### src/rtl/display_pkg.sv
// Shared constants and helpers for the multiplexed seven-segment display controller.
// Segment codes are active-low, bit order {g,f,e,d,c,b,a}.
package display_pkg;

  localparam logic [2:0] EST_SUCESSO = 3'b010;
  localparam logic [2:0] EST_PARCIAL = 3'b011;
  localparam logic [2:0] EST_FALHA   = 3'b100;

  localparam logic [6:0] SEG_DIG [0:9] = '{
    7'b1000000, 7'b1111001, 7'b0100100, 7'b0110000, 7'b0011001,
    7'b0010010, 7'b0000010, 7'b1111000, 7'b0000000, 7'b0010000
  };
  localparam logic [6:0] SEG_S       = 7'b0010010;
  localparam logic [6:0] SEG_P       = 7'b0001100;
  localparam logic [6:0] SEG_F       = 7'b0001110;
  localparam logic [6:0] SEG_TRACO   = 7'b0111111;
  localparam logic [6:0] SEG_APAGADO = 7'h7F;

  // Decimal digits the converter must hold: enough for 2^pos_w-1 and never
  // fewer than the display, so overflow shows up as a nonzero digit above it.
  // 30103/100000 approximates log10(2).
  function automatic int bcd_digits(input int pos_w, input int n_digits);
    int needed;
    needed = (pos_w * 30103) / 100000 + 1;
    return (needed > n_digits) ? needed : n_digits;
  endfunction

  function automatic logic eh_status(input logic [2:0] est);
    return (est == EST_SUCESSO) || (est == EST_PARCIAL) || (est == EST_FALHA);
  endfunction

  function automatic logic [6:0] seg_status(input logic [2:0] est);
    case (est)
      EST_SUCESSO: return SEG_S;
      EST_PARCIAL: return SEG_P;
      EST_FALHA:   return SEG_F;
      default:     return SEG_APAGADO;
    endcase
  endfunction

  function automatic logic [6:0] seg_digito(input logic [3:0] d);
    if (d <= 4'd9) return SEG_DIG[d];
    return SEG_TRACO;
  endfunction

endpackage

### src/rtl/conversor_bin_bcd.sv
// Sequential shift-add-3 binary to BCD converter: one load cycle plus one cycle per
// input bit; done pulses for one cycle with the packed BCD and overflow flag valid.
module conversor_bin_bcd
  import display_pkg::*;
#(
  parameter int POS_W    = 8,
  parameter int N_DIGITS = 4,
  parameter int NB       = bcd_digits(POS_W, N_DIGITS)
) (
  input  logic              clk,
  input  logic              rst_n,
  input  logic              start_i,
  input  logic [POS_W-1:0]  bin_i,
  output logic              busy_o,
  output logic              done_o,
  output logic [4*NB-1:0]   bcd_o,
  output logic              overflow_o
);

  localparam int CNT_W = $clog2(POS_W + 1);

  typedef enum logic {
    CONV_OCIOSO,
    CONV_DESLOCANDO
  } conv_estado_t;

  conv_estado_t      estado_q;
  logic [POS_W-1:0]  bin_q;
  logic [4*NB-1:0]   bcd_q;
  logic [4*NB-1:0]   bcd_ajust;
  logic [CNT_W-1:0]  cnt_q;
  logic              done_q;
  logic              overflow;

  // NOTE: every always_comb output gets a default first so no path can infer a latch.
  always_comb begin
    bcd_ajust = bcd_q;
    for (int k = 0; k < NB; k++) begin
      if (bcd_q[4*k +: 4] >= 4'd5) bcd_ajust[4*k +: 4] = bcd_q[4*k +: 4] + 4'd3;
    end
  end

  always_comb begin
    overflow = 1'b0;
    for (int k = N_DIGITS; k < NB; k++) begin
      if (bcd_q[4*k +: 4] != 4'd0) overflow = 1'b1;
    end
  end

  // NOTE: state is updated with non-blocking assignments so all flops sample together.
  always_ff @(posedge clk or negedge rst_n) begin
    if (!rst_n) begin
      estado_q <= CONV_OCIOSO;
      bin_q    <= '0;
      bcd_q    <= '0;
      cnt_q    <= '0;
      done_q   <= 1'b0;
    end else begin
      done_q <= 1'b0;
      if (start_i) begin
        bin_q    <= bin_i;
        bcd_q    <= '0;
        cnt_q    <= CNT_W'(POS_W);
        estado_q <= CONV_DESLOCANDO;
      end else if (estado_q == CONV_DESLOCANDO) begin
        bcd_q <= {bcd_ajust[4*NB-2:0], bin_q[POS_W-1]};
        bin_q <= bin_q << 1;
        cnt_q <= cnt_q - CNT_W'(1);
        if (cnt_q == CNT_W'(1)) begin
          estado_q <= CONV_OCIOSO;
          done_q   <= 1'b1;
        end
      end
    end
  end

  assign busy_o     = (estado_q == CONV_DESLOCANDO);
  assign done_o     = done_q;
  assign bcd_o      = bcd_q;
  assign overflow_o = overflow;

endmodule

### src/rtl/controlador_display_mux.sv
// N-digit multiplexed seven-segment driver: decimal track position or a blinking
// final-state letter, with all inputs snapshotted once per scan frame.
module controlador_display_mux
  import display_pkg::*;
#(
  parameter int N_DIGITS    = 4,
  parameter int POS_W       = 8,
  parameter int REFRESH_DIV = 50000,
  parameter int BLINK_DIV   = 12500000
) (
  input  logic                clk,
  input  logic                rst_n,
  input  logic [2:0]          estado_atual,
  input  logic [POS_W-1:0]    posicao_atual,
  output logic [6:0]          segmentos,
  output logic [N_DIGITS-1:0] anodos,
  output logic                bcd_valido
);

  localparam int NB    = bcd_digits(POS_W, N_DIGITS);
  localparam int REF_W = $clog2(REFRESH_DIV);
  localparam int BLK_W = $clog2(BLINK_DIV);
  localparam int IDX_W = (N_DIGITS > 1) ? $clog2(N_DIGITS) : 1;
  localparam int DW    = 4 * N_DIGITS;

  localparam logic [REF_W-1:0] REF_FIM = REF_W'(REFRESH_DIV - 1);
  localparam logic [BLK_W-1:0] BLK_FIM = BLK_W'(BLINK_DIV - 1);
  localparam logic [IDX_W-1:0] IDX_ULT = IDX_W'(N_DIGITS - 1);

  if (N_DIGITS < 1 || N_DIGITS > 8) begin : g_chk_digits
    $error("N_DIGITS must be in 1..8");
  end
  if (REFRESH_DIV < 2 || BLINK_DIV < 2) begin : g_chk_div
    $error("REFRESH_DIV and BLINK_DIV must be at least 2");
  end
  if (REFRESH_DIV * N_DIGITS <= POS_W + 1) begin : g_chk_frame
    $error("a scan frame must be longer than one BCD conversion");
  end

  logic [REF_W-1:0]    refresh_q;
  logic [BLK_W-1:0]    blink_q;
  logic                blink_vis_q;
  logic [IDX_W-1:0]    idx_q;
  logic                ativo_q;
  logic [2:0]          est_snap_q;
  logic [DW-1:0]       bcd_q;
  logic                ovf_q;
  logic                valido_q;
  logic [DW-1:0]       disp_bcd_q;
  logic                disp_ovf_q;
  logic                disp_valid_q;
  logic [6:0]          seg_q, seg_d;
  logic [N_DIGITS-1:0] an_q, an_d;
  logic [N_DIGITS-1:0] nz;
  logic [3:0]          digito;

  logic                fim_refresh;
  logic                inicio_quadro;
  logic                conv_busy;
  logic                conv_done;
  logic [4*NB-1:0]     conv_bcd;
  logic                conv_ovf;

  assign fim_refresh   = (refresh_q == REF_FIM);
  // The very first terminal only enables the scan at digit 0, so it is a frame start too.
  assign inicio_quadro = fim_refresh && (!ativo_q || idx_q == IDX_ULT);

  conversor_bin_bcd #(
    .POS_W    (POS_W),
    .N_DIGITS (N_DIGITS),
    .NB       (NB)
  ) u_conversor (
    .clk        (clk),
    .rst_n      (rst_n),
    .start_i    (inicio_quadro),
    .bin_i      (posicao_atual),
    .busy_o     (conv_busy),
    .done_o     (conv_done),
    .bcd_o      (conv_bcd),
    .overflow_o (conv_ovf)
  );

  always_ff @(posedge clk or negedge rst_n) begin
    if (!rst_n) begin
      refresh_q   <= '0;
      idx_q       <= '0;
      ativo_q     <= 1'b0;
      blink_q     <= '0;
      blink_vis_q <= 1'b1;
    end else begin
      refresh_q <= fim_refresh ? '0 : refresh_q + REF_W'(1);
      if (fim_refresh) begin
        ativo_q <= 1'b1;
        if (ativo_q) idx_q <= (idx_q == IDX_ULT) ? '0 : idx_q + IDX_W'(1);
      end
      if (blink_q == BLK_FIM) begin
        blink_q     <= '0;
        blink_vis_q <= ~blink_vis_q;
      end else begin
        blink_q <= blink_q + BLK_W'(1);
      end
    end
  end

  // A conversion lands mid-frame in bcd_q; the digits only see it at the next frame start.
  always_ff @(posedge clk or negedge rst_n) begin
    if (!rst_n) begin
      est_snap_q   <= 3'b000;
      bcd_q        <= '0;
      ovf_q        <= 1'b0;
      valido_q     <= 1'b0;
      disp_bcd_q   <= '0;
      disp_ovf_q   <= 1'b0;
      disp_valid_q <= 1'b0;
    end else begin
      if (conv_done) begin
        bcd_q    <= conv_bcd[DW-1:0];
        ovf_q    <= conv_ovf;
        valido_q <= 1'b1;
      end
      if (inicio_quadro) begin
        est_snap_q   <= estado_atual;
        disp_bcd_q   <= bcd_q;
        disp_ovf_q   <= ovf_q;
        disp_valid_q <= valido_q & ~conv_busy;
      end
    end
  end

  // nz[k] is set when digit k or any digit to its left is nonzero (leading-zero blanking).
  always_comb begin
    logic acima;
    acima = 1'b0;
    nz    = '0;
    for (int k = N_DIGITS - 1; k >= 0; k--) begin
      acima = acima | (disp_bcd_q[4*k +: 4] != 4'd0);
      nz[k] = acima;
    end
  end

  always_comb begin
    seg_d  = SEG_APAGADO;
    an_d   = '1;
    digito = disp_bcd_q[4*idx_q +: 4];
    if (ativo_q) begin
      an_d[idx_q] = 1'b0;
      if (eh_status(est_snap_q)) begin
        if (idx_q == IDX_ULT && blink_vis_q) seg_d = seg_status(est_snap_q);
      end else if (!disp_valid_q) begin
        seg_d = SEG_APAGADO;
      end else if (disp_ovf_q) begin
        seg_d = SEG_TRACO;
      end else if (idx_q == '0 || nz[idx_q]) begin
        seg_d = seg_digito(digito);
      end
    end
  end

  always_ff @(posedge clk or negedge rst_n) begin
    if (!rst_n) begin
      seg_q <= SEG_APAGADO;
      an_q  <= '1;
    end else begin
      seg_q <= seg_d;
      an_q  <= an_d;
    end
  end

  assign segmentos  = seg_q;
  assign anodos     = an_q;
  assign bcd_valido = valido_q;

endmodule

### config.mk
export PLATFORM = sky130hd
export DESIGN_NAME = controlador_display_mux
export DESIGN_NICKNAME = d
export VERILOG_FILES = /design/src/rtl/display_pkg.sv /design/src/rtl/conversor_bin_bcd.sv /design/src/rtl/controlador_display_mux.sv
export SDC_FILE = /design/constraint.sdc
export NUM_CORES = 1
export LEC_CHECK = 0
export CAP_MARGIN = 40
export CORE_MARGIN = 3
export CORE_UTILIZATION = 55
export CTS_BUF_LIST = sky130_fd_sc_hd__clkbuf_4 sky130_fd_sc_hd__clkbuf_8 sky130_fd_sc_hd__clkbuf_16
export DETAILED_ROUTE_END_ITERATION = 16
export PLACE_DENSITY = 0.73
export SLEW_MARGIN = 20
export SYNTH_ARGS = -nofsm -noshare
export SYNTH_HDL_FRONTEND = slang
export SYNTH_HIERARCHICAL = 1
export SYNTH_SLANG_ARGS = --single-unit
export TNS_END_PERCENT = 5
### constraint.sdc
create_clock -name clk -period 6 [get_ports clk]
set_input_delay 1.2 -clock clk [delete_from_list [all_inputs] [get_ports clk]]
set_output_delay 1.2 -clock clk [all_outputs]
set_load 0.02 [all_outputs]
---- Word-level counts from Yosys, hierarchy flattened ----
Memory sizes are Yosys's and may differ from the RTL's.
Cells that the tools add are included.
storage, ports and cells
  bits in registers ....................... 122
  ROM bits ................................ 112
  input bits .............................. 13
  output and inout bits ................... 12
  word-level logic and storage cells ...... 104
  memories kept ........................... 1
memories
  memory           depth  width  rd ports  clocked after memory_dff  write ports  RTL line           RTL
  (no name shown)  16     7      1         0                         0            display_pkg.sv:42  if (d <= 4'd9) return SEG_DIG[d];
cells by class
  $add $sub $neg .......................... 8
  magnitude comparators ................... 8
  equality and inequality tests ........... 7
  shifts and indexed selects .............. 1
  muxes and demuxes ....................... 39
  bitwise gates (word level) .............. 8
  reductions and logical operators ........ 15
operators with widths
  cell                                                               count
  2-to-1 mux 7 bit                                                   9
  2-to-1 mux 16 bit                                                  3
  adder 24 x 1 -> 24 bit, second input constant                      1
  == test 24 bit, second input constant                              1
  2-to-1 mux 24 bit                                                  1
  2-to-1 mux 4 bit                                                   6
  case mux 7 bit (3 select lines)                                    1
  adder 16 x 1 -> 16 bit, second input constant                      1
  == test 16 bit, second input constant                              1
  greater-or-equal comparator 4 x 3 -> 1 bit, second input constant  4
  2-to-1 mux 8 bit                                                   2
  nonzero test 4 bit                                                 4
  indexed part select 16 x 5 -> 4 bit                                1
  2-to-1 mux 1 bit                                                   13
  adder 4 x 2 -> 4 bit, second input constant                        3
  == test 3 x 2 -> 1 bit, second input constant                      2
  greater-or-equal comparator 5 bit, second input constant           1
  inverter 4 -> 5 bit                                                1
  == test 4 x 1 -> 1 bit, second input constant                      1
  <= comparator 4 bit, second input constant                         1
  logical OR 1 bit                                                   4
  inverter 4 bit                                                     1
  subtractor 4 x 1 -> 4 bit, second input constant                   1
  adder 3 x 2 -> 3 bit, second input constant                        1
  other kinds (17)                                                   22

---- Longest topological paths before layout ----
Gate-level depths: netlist of run 1.
  word-level depth ........................ 16
  mapped depth ............................ 9
  gate-level depth less buffers ........... 8

---- Cells and area by module ----
The synthesis of run 1 kept the hierarchy.
by module, submodules not included
  module                   times used  cells an instance  area each (um^2)  sequential area each (um^2)
  controlador_display_mux  1           367                4361.7            2367.3
  conversor_bin_bcd        1           173                1666.6            750.7

---- Least setup slack after synthesis of run 1 ----
No wires, ideal clock.
  kind .................................... register to register
  start point ............................. register refresh_q[0]
  end point ............................... register u_conversor.bcd_q[5] (netlist: u_conversor/bcd_o[5])
  setup time .............................. 0.139 ns
  arrival ................................. 2.203 ns
  required time ........................... 5.861 ns
  slack ................................... 3.659 ns
  cell stages (with the launch flop) ...... 10
  buffers on the path ..................... 2
  clock period less this slack ............ 2.341 ns
  cells stage by stage .................... dfrtp_1 -> ha_1 -> nand3_1 -> nor4_1 -> clkbuf_1 -> nor2b_1 -> buf_2 -> clkinv_1 -> o311ai_0 -> o32ai_1
between the ends
  word-level cells in the longest chain between the ends .. 3
  elaborated cells between the ends (all ways) .. 4
  classes of those cells .................. eq/ne (1); mux (1); reduce/logical (2)
RTL lines
  item                                                            RTL line                       RTL
  from (decl)                                                     controlador_display_mux.sv:40  logic [REF_W-1:0] refresh_q;
  from (signal assigned)                                          controlador_display_mux.sv:91  refresh_q <= fim_refresh ? '0 : refresh_q + REF_W'(1);
  == test 16 bit *                                                controlador_display_mux.sv:64  assign fim_refresh = (refresh_q == REF_FIM);
  logical AND 1 bit *                                             controlador_display_mux.sv:66  assign inicio_quadro = fim_refresh && (!ativo_q || idx_q == IDX_ULT);
  via inicio_quadro                                               controlador_display_mux.sv:58  logic inicio_quadro;
  2-to-1 mux 16 bit / nonzero test 2 bit (equally long branches)  --
  to (signal assigned)                                            conversor_bin_bcd.sv:66        bcd_q <= {bcd_ajust[4*NB-2:0], bin_q[POS_W-1]};
  to (decl)                                                       conversor_bin_bcd.sv:29        logic [4*NB-1:0] bcd_q;
The timed path passes the listed nets; every way through them passes the cells marked *.
A chain may end at the register's enable or synchronous reset.

---- Worst setup path in the final report of run 1 ----
  start point ............................. register seg_q[3] (netlist: segmentos[3])
  end point ............................... output port segmentos[3]
RTL lines
  item                    RTL line                        RTL
  from (decl)             controlador_display_mux.sv:52   logic [6:0] seg_q, seg_d;
  from (signal assigned)  controlador_display_mux.sv:164  seg_q <= seg_d;
  to (decl)               controlador_display_mux.sv:15   output logic [6:0] segmentos,
No word-level cell between the ends.

==> summary by stage, run 1 <==
Synth
The post-synthesis average cell area is 11.16 um2. The xor/xnor share of the synthesized area is 5.666%. The count of unique library cells instantiated by Yosys is 57.

The adder and majority cell fraction of the synthesized area is 4.359%. The post-synthesis sequential element count is 124. The number of synthesized flops with an enable pin is 0. The share of synthesized registers carrying an async set or reset is 100.0%. The part of the Yosys area used for sequential elements is 51.72%. The gate count after technology mapping is 540. The mapped cell area is between 0.006 and 0.007 mm2. The most common flop cell mapped by yosys is sky130_fd_sc_hd__dfrtp_1. Summing the areas of all compound-gate instances in the mapped netlist gives 6.974% of the synthesized area. Measured against the total synthesized area, the mux share comes to 12.04%. After synthesis, the largest family of logic cells by area is simple AND/OR/NAND/NOR gates.

The basic-gate share of the synthesized area counting and, or, nand and nor cells is 15.82%. The count of yosys warnings during synthesis is 6. When the netlist entered floorplanning its net count stood at about 570.

Layout
The number of antenna diodes in the final layout is 0. Cells with a size suffix above 1 make up between 10% and 20% of the layout. The utilization after layout is 66.45%. Counting the fill cells in the layout gives 798. The net count of the finished layout is 608. Relative to the synthesized area, the layout overhead comes to 15.84%. The final instance area is 0.006983 mm2.

Clock tree
For the worst-skew pair, the clock arrives at the later sink with an insertion delay of 510 ps. The number of clock buffers added by TritonCTS is 17. The post-CTS setup buffer count is 0. After clock tree synthesis, the flow added hold-fix buffers numbering 0.

The maximum buffer depth of the clock tree is 2. TritonCTS built the clock tree. The number of gates resized after CTS was 0. After clock tree synthesis, the clock-pin slew on the worst setup and hold paths is 50 ps.

The clock tree root driver cell is sky130_fd_sc_hd__clkbuf_8. The clock net in this run drives a total of 124 sinks. The number of H-tree levels is 4.

Critical path
The worst stage delay on the critical path is approximately 600 ps. The critical path start-end classification is reg -> out. The capturing element type of the critical path is a primary output. The slowest stage of the critical path belongs to the cell sky130_fd_sc_hd__clkdlybuf4s50_1. STA classifies the critical path startpoint as a register. Along the worst path, the maximum fanout reaches 1. In this run the register-to-register setup slack is 3200 ps. Traced cell by cell, the critical path runs through clkdlybuf4s50_1. Data on the critical path arrives at its endpoint at between 1500 and 2000 ps. The top cell family by delay on the critical path is buffers and inverters. Data on the critical path is required at its endpoint by approximately 4800 ps. The sum of buffers and inverters on the critical path is 1. The critical register-to-register path endpoint is u_conversor/bcd_o[4].

The depth of the worst register-to-register path is 9. The startpoint identified for the worst register-to-register timing path is refresh_q[0].

GRT
The number of global-route vias before repair is about 4100. The first global-routing pass estimated ~19 mm of wire. The overall overflow remaining after global route is 0. Across every metal layer, demand over resource in global routing totals 18.34%. The initial antenna violation count came to 0. Entering global routing, the biggest net connects 53 pins.

Pwr
Summed over all cells, the static leakage comes to 3.079 nW. The power density relative to cell area is between 200 and 300 mW/mm2. IR analysis of the VDD net gives a maximum drop of between 200 and 250 uV.

Worst hold path
The worst hold-check path type is reg -> reg. The launch instance of the worst min-delay path is refresh_q[0]. The path with the worst hold slack has its endpoint at refresh_q[0].

The worst hold path cell count is 1.

Route
The final layout contains routed wiring with a total length of 10.58 mm. The DRC violations left is 0. Dividing the detail-routed wire length by the instance count gives around 15 um. The first-pass detailed-route iteration total is 4.

The total via count after detailed routing is ~4000. In the routed layout, each cell is associated on average with a via count of around 5.6. The DRC violation total after the first TritonRoute iteration is roughly 220. The number of routed nets with antenna violations is 0.

Timing
At the pin with the least slew margin, the transition time is 774.7 ps. In the finished design, the share of the clock period the worst path needs comes to 46.90%. The setup-violating endpoint count in the final report is 0. For the final database, setup skew stands at 7.837 ps. The worst slew margin relative to its limit is a little under half. The smallest clock period supported by the final layout is computed as 2814 ps. The final number of max-transition violations is 0. The peak clock frequency supported by timing is 355.4 MHz. Setup repair after global routing left no endpoint under its margin. The number of failing hold endpoints at the final stage was 0. Adding up every negative setup slack in the final design gives 0 ps.

Floorplan
Measured along the x axis, the die boundary spans 110.7 um. Once the floorplan was initialized, standard cells occupied 57.36% of the core. The core box area is ~0.011 mm2. 25 I/O pins were placed. The floorplan step defined a die boundary enclosing 0.01225 mm2. The standard-cell row count is 37. The height of the chip is 110.7 um.

Placed design
The congestion estimate from routability-driven global placement came to 0.8377. The number of buffers added on ports is 24. The half-perimeter wire length after detailed placement is 7.286 mm. The placed instance area is 0.006416 mm2.

Status
The flow ran to the end, and the final reports show no timing, DRC or antenna violations.

Run
The max-capacitance violation count is 0.
[cell type report]
class                           instances  area (um2)  share of cell area (%)
Sequential cell                       124        3118                   44.65
Clock buffer                           25       499.2                   7.149
Inverter                               27       101.3                   1.451
Clock inverter                          7       62.56                  0.8959
Multi-Input combinational cell        371        2719                   38.94
Tap cell                              136       170.2                   2.437
Timing Repair Buffer                   33       312.8                   4.479
[stage by stage]
| stage | instances | setup slack, ps | total power (W) | hold slack (ps) |
|---|---|---|---|---|
| 2_1_floorplan | 540 | 3659 | 0.0008524 | 439.1 |
| 3_3_place_gp | 688 | 3332 | 0.0008756 | 459.6 |
| 3_5_place_dp | 690 | 3233 | 0.0008779 | 479.6 |
| 4_1_cts | 722 | 3154 | 0.001828 | 485.2 |
| 5_1_grt | 723 | 2932 | 0.001873 | 497.3 |
| 6_report | 723 | 3186 | 0.001807 | 483.1 |
[state kept, by name (all words and copies together) (netlist names), 2 cells and up]
register / flops
anodos: 4
bcd_q: 16
blink_q: 24
disp_bcd_q: 16
est_snap_q: 3
idx_q: 2
refresh_q: 16
segmentos: 7
u_conversor/bcd_o: 16
u_conversor/bin_q: 8
u_conversor/cnt_q: 4
[worst max path at each step]
stage	depth (start not counted)	from	end	slack, ps
finish	1	segmentos[3]	segmentos[3]	3190
global route	9	refresh_q[0]	u_conversor/bcd_o[4]	2930
CTS	1	segmentos[3]	segmentos[3]	3150
detailed placement	9	refresh_q[0]	u_conversor/bcd_o[12]	3230
global placement	9	refresh_q[0]	u_conversor/bcd_o[12]	3330
floorplan	9	refresh_q[0]	u_conversor/bcd_o[5]	3660
[placed cells by master (no fill, tap or decap), types with 4 or more instances in the layout]
cell                                n
sky130_fd_sc_hd__nand4_1           11
sky130_fd_sc_hd__or3_1              4
sky130_fd_sc_hd__dfstp_2           12
sky130_fd_sc_hd__mux2_2            41
sky130_fd_sc_hd__clkinv_2           5
sky130_fd_sc_hd__nand3_1           20
sky130_fd_sc_hd__nor2b_1            6
sky130_fd_sc_hd__nor4_1             7
sky130_fd_sc_hd__mux2i_1           14
sky130_fd_sc_hd__ha_1              21
sky130_fd_sc_hd__clkbuf_16         16
sky130_fd_sc_hd__clkdlybuf4s50_1   23
sky130_fd_sc_hd__o21ai_0           26
sky130_fd_sc_hd__inv_1             26
sky130_fd_sc_hd__buf_4              7
sky130_fd_sc_hd__nand2b_1          11
sky130_fd_sc_hd__xor2_1            19
sky130_fd_sc_hd__clkbuf_4           4
sky130_fd_sc_hd__clkbuf_8           5
sky130_fd_sc_hd__dfrtp_1          112
sky130_fd_sc_hd__xnor2_1           20
sky130_fd_sc_hd__nand2_1           41
sky130_fd_sc_hd__nor3_1            10
sky130_fd_sc_hd__nor2_1            51
sky130_fd_sc_hd__a21oi_1            9
[power breakdown]
group | leakage [nW] | internal (W) | total [W] | switching (W)
logic | 1.17 | 0.00000834 | 0.0000250 | 0.0000166
clock network | 0.285 | 0.000607 | 0.000944 | 0.000337
registers | 1.62 | 0.000838 | 0.000838 | 0
total | 3.08 | 0.00145 | 0.00181 | 0.000354
[metal layers]
layer | share of wire [%] | up-vias | routed length (um) | track usage, %
li1 | - | 1973 | - | -
met1 | 47 | 2002 | 4972 | 24.04
met2 | 49 | 64 | 5140 | 29.45
met3 | 3.6 | 9 | 380 | 5.568
met4 | 0.79 | 0 | 84 | 5.747
met5 | 0 | - | 0 | 0
[kinds of logic after synthesis]
| family | after synthesis |
|---|---|
| XOR/XNOR | 39 |
| multiplexers | 60 |
| other | 1 |
| AND/OR/NAND/NOR | 187 |
| AO/OA/AOI/OAI | 63 |
| flip-flops | 124 |
| adder cells (fa/ha/maj) | 21 |
| buffers and inverters | 45 |
[synthesized netlist by cell type (all sizes together), types with 4 or more instances]
master	count	area [um2]
a211oi	4	35.03
a21oi	11	62.56
buf	14	86.32
clkbuf	4	15.01
dfrtp	112	2803
dfstp	12	315.3
ha	21	262.8
inv	26	97.59
mux2	41	461.7
mux2i	14	140.1
mux4	5	123.9
nand2	41	153.9
nand2b	11	68.82
nand3	20	100.1
nand4	11	68.82
nor2	51	191.4
nor2b	7	43.79
nor3	10	50.05
nor4	7	43.79
nor4b	4	47.55
o21ai	26	130.1
o311ai	4	35.04
or2	4	25.03
or3	4	25.02
xnor2	20	175.2
xor2	19	166.4
No activity file was read; power rests on OpenSTA's default activity.
==> run 2, diff against run 1 <==
Settings changed: PLACE_DENSITY 0.73 to 0.76.
Clock period 6 ns to 2.4 ns, I/O delays scaled along.
==> summary by stage, run 2 (synthesized netlist as in run 1, its figures left out) <==
Pwr
The combinational cell fraction of total power is 1.4% (about the same). The worst vdd rail ir drop came to 611.6 uV (+160%). The internal power component is 0.003891 W (+170%). The clock power share is 54.8% (+2.5 points). The power density relative to cell area is 668.1 mW/mm2 (+160%).

The reported leakage power is 3.144 nW (+2.1%). The switching power total was 0.0008904 W (+150%). The sequential power share is 43.8% (-2.6 points).

The switching share of power is 18.62% (-0.96 points).

Route
The per-cell via count in the routed design was 5.615 (+0.29%). The routed length per placed instance is 15.59 um (+6.5%). The number of routed nets with antenna violations is 0 (unchanged).

The first-pass detailed-route iteration total is 4 (unchanged). The total via count after detailed routing is 4099 (+1.3%). The DRC violations left came to 0 (unchanged). The DRC violation total after the first TritonRoute iteration is 304 (+41%). The final wirelength is 11.38 mm (+7.6%).

Clock tree
The clock net sink count is 124 (unchanged). The post-CTS setup buffer count was 0 (unchanged). The clock tree root driver cell is sky130_fd_sc_hd__clkbuf_8.

The maximum buffer depth of the clock tree is 2 (unchanged). The number of buffers created by CTS is 17 (unchanged). The number of H-tree levels is 4 (unchanged).

The CTS tree is yes. The source-to-sink clock delay at the later pin of the worst-skew pair is 500 ps (about the same). The clock-pin slew on the worst setup and hold paths is 50 ps (about the same).

Run
The max-capacitance violation count is 0 (unchanged).

Layout
The final-stage net count is 616 (+1.3%). The commonest non-fill, non-tap cell in the layout is sky130_fd_sc_hd__dfrtp_1. The final standard cell count with taps included and fillers excluded was 730 (+0.97%).

The filler cell count in the final layout is 750 (-6.0%). Compared with the post-synthesis result, the final layout area differs by 18.72%. The final instance area was 0.007157 mm2 (+2.5%).

More flip-flops sit in one register than any other, and that register is blink_q. The number of flip-flops under the largest register name is 24 (unchanged). The count of antenna diodes in the layout is 0 (unchanged).

The library cells used most frequently in the layout, excluding fill and tap cells, are sky130_fd_sc_hd__dfrtp_1, sky130_fd_sc_hd__nor2_1, sky130_fd_sc_hd__nand2_1, sky130_fd_sc_hd__mux2_2. The fraction of final layout cells with drive strength greater than 1 is 19.87% (+1.5 points).

Timing
The peak clock frequency supported by timing is ~440 MHz. The clock period minus final worst setup slack is between 2000 and 2500 ps. The number of failing hold endpoints at the final stage was 0 (unchanged). The setup-violating endpoint count in the final report is 0 (unchanged).

The slew at the pin closest to its max-slew limit is 763.6 ps (-11.10 ps). The worst slew margin relative to its limit is 49.09% (+1.2 points). The clock tree skew after final layout is 7.546 ps (-0.2911 ps). Setup repair after global routing could not meet its margin everywhere. The final number of max-transition violations came to 0 (unchanged). The portion of the clock cycle consumed by the worst path in the final layout is between 90% and 100%.

Critical path
The critical path start-end classification is reg -> reg. The required time of the worst setup path is 2810 ps (-1990 ps). The capturing element type of the critical path is a register.

The origin of the critical flop-to-flop path is idx_q[0]. The depth of the worst register-to-register path is 7 (-2). The element type at the critical path start is a register. The flop-to-flop setup slack is 110 ps (-3090 ps).

The largest fanout of any net on the critical path was 4 (+3). The data arrival time of the worst path is 2700 ps (+1090 ps). The endpoint identified for the worst register-to-register timing path is segmentos[2].

Worst hold path
The endpoint of the worst hold path is blink_q[20]. The worst hold-check path type is reg -> reg. The worst hold path cell count is 1 (unchanged). The startpoint identified for the worst hold timing path is blink_q[20].

Placed design
The placed instance area is 0.006516 mm2 (+1.6%). The number of buffers added on ports is 24 (unchanged). The global placer's final weighted congestion was 0.9118 (+8.8%). The post-placement cell count is 698 (+1.2%).

The half-perimeter wire length after detailed placement was 7.594 mm (+4.2%).

Floorplan
The die area is 0.01225 mm2 (unchanged). The core box area is 0.01051 mm2 (unchanged). The top-level port count is 25 (unchanged).

The standard-cell row count came to 37 (unchanged). The height of the chip is 110.7 um (unchanged). The initial core utilization was 57.36% (unchanged).

The x dimension of the die is 110.7 um (unchanged).

Status
The run finished with clean final reports.

GRT
The wire length of the first global-routing pass came to 20.31 mm (+8.9%). The all-layer global routing usage was 20.00% (+1.7 points). The initial antenna violation count was 0 (unchanged). The pin count of the biggest net entering global routing was 44 (-17%).

The overall overflow remaining after global route is 0 (unchanged). The number of global-route vias before repair is 4297 (+6.0%).
## run 2: cell count changes in the layout (fill, tap and decap cells not counted), moves of 2 or more
cell,before,now
sky130_fd_sc_hd__bufinv_16,1,4
sky130_fd_sc_hd__buf_4,7,13
sky130_fd_sc_hd__clkbuf_8,5,3
sky130_fd_sc_hd__buf_12,1,4
## run 2: worst max path at each step
stage | depth (start not counted) | endpoint | slack, ps | startpoint
2_1_floorplan | 9 | u_conversor/bcd_o[5] | 60 | refresh_q[0]
3_3_place_gp | 6 | segmentos[0] | 170 | idx_q[1]
3_5_place_dp | 6 | segmentos[5] | 20 | idx_q[1]
4_1_cts | 7 | segmentos[2] | 50 | idx_q[0]
5_1_grt | 7 | segmentos[2] | -30 | idx_q[0]
6_report | 7 | segmentos[2] | 110 | idx_q[0]
## run 2: repair_timing
action                                  in CTS  in global routing
pin swaps                                    0                  0
gates resized for setup                      1                  4
endpoints found under the setup margin       1                  7
hold endpoints to repair                    40                  0
hold buffers                                 1                  0
## run 2: through the flow
step / setup TNS (ps) / utilization (%) / worst slack [ps] / total power (W) / hold WS, ps
after CTS: 0 / 67.94 / 47.34 / 0.004824 / 479.0
after floorplan: 0 / - / 58.52 / 0.002131 / 184.4
final: 0 / 68.10 / 113.2 / 0.004781 / 476.9
after global placement: 0 / 62.01 / 168.5 / 0.002196 / 458.9
after detailed placement: 0 / 62.01 / 21.73 / 0.002197 / 467.5
after global routing: -27.88 / 68.10 / -27.88 / 0.004942 / 506.4
## run 2: final cells by class
| type | count | area (um2) | area share, % |
|---|---|---|---|
| flip-flops and latches | 124 | 3119 | 43.58 |
| multi-input cells | 371 | 2736 | 38.23 |
| inverters | 27 | 101.3 | 1.416 |
| clock buffers | 23 | 471.7 | 6.591 |
| clock inverters | 8 | 140.1 | 1.958 |
| repair buffers | 41 | 417.9 | 5.839 |
| well taps | 136 | 170.2 | 2.378 |
## run 2: worst max-delay path, cell delays in order (launching register included)
cell and delay (ps):
sky130_fd_sc_hd__dfrtp_1 410, sky130_fd_sc_hd__mux4_2 570, sky130_fd_sc_hd__inv_1 150, sky130_fd_sc_hd__ha_1 210, sky130_fd_sc_hd__o211ai_1 110, sky130_fd_sc_hd__a311o_1 420
sky130_fd_sc_hd__a211oi_1 210, sky130_fd_sc_hd__o21ai_0 120
## run 2: layer usage
metal	part of all wire, %	track usage [%]	up-vias
li1	-	-	1974
met5	0	0	-
met3	3.7	5.022	8
met2	50	33.78	75
met1	45	25.63	2042
met4	0.83	5.829	0
## run 2: power groups by stage
stage,Sequential (W),Clock (W),Combinational (W)
3_5_place_dp,0.00213,0,0.0000675
5_1_grt,0.00209,0.00277,0.0000756
2_1_floorplan,0.00213,0,0.00000136
3_3_place_gp,0.00213,0,0.0000667
6_report,0.00209,0.00262,0.0000658
4_1_cts,0.00209,0.00266,0.0000691
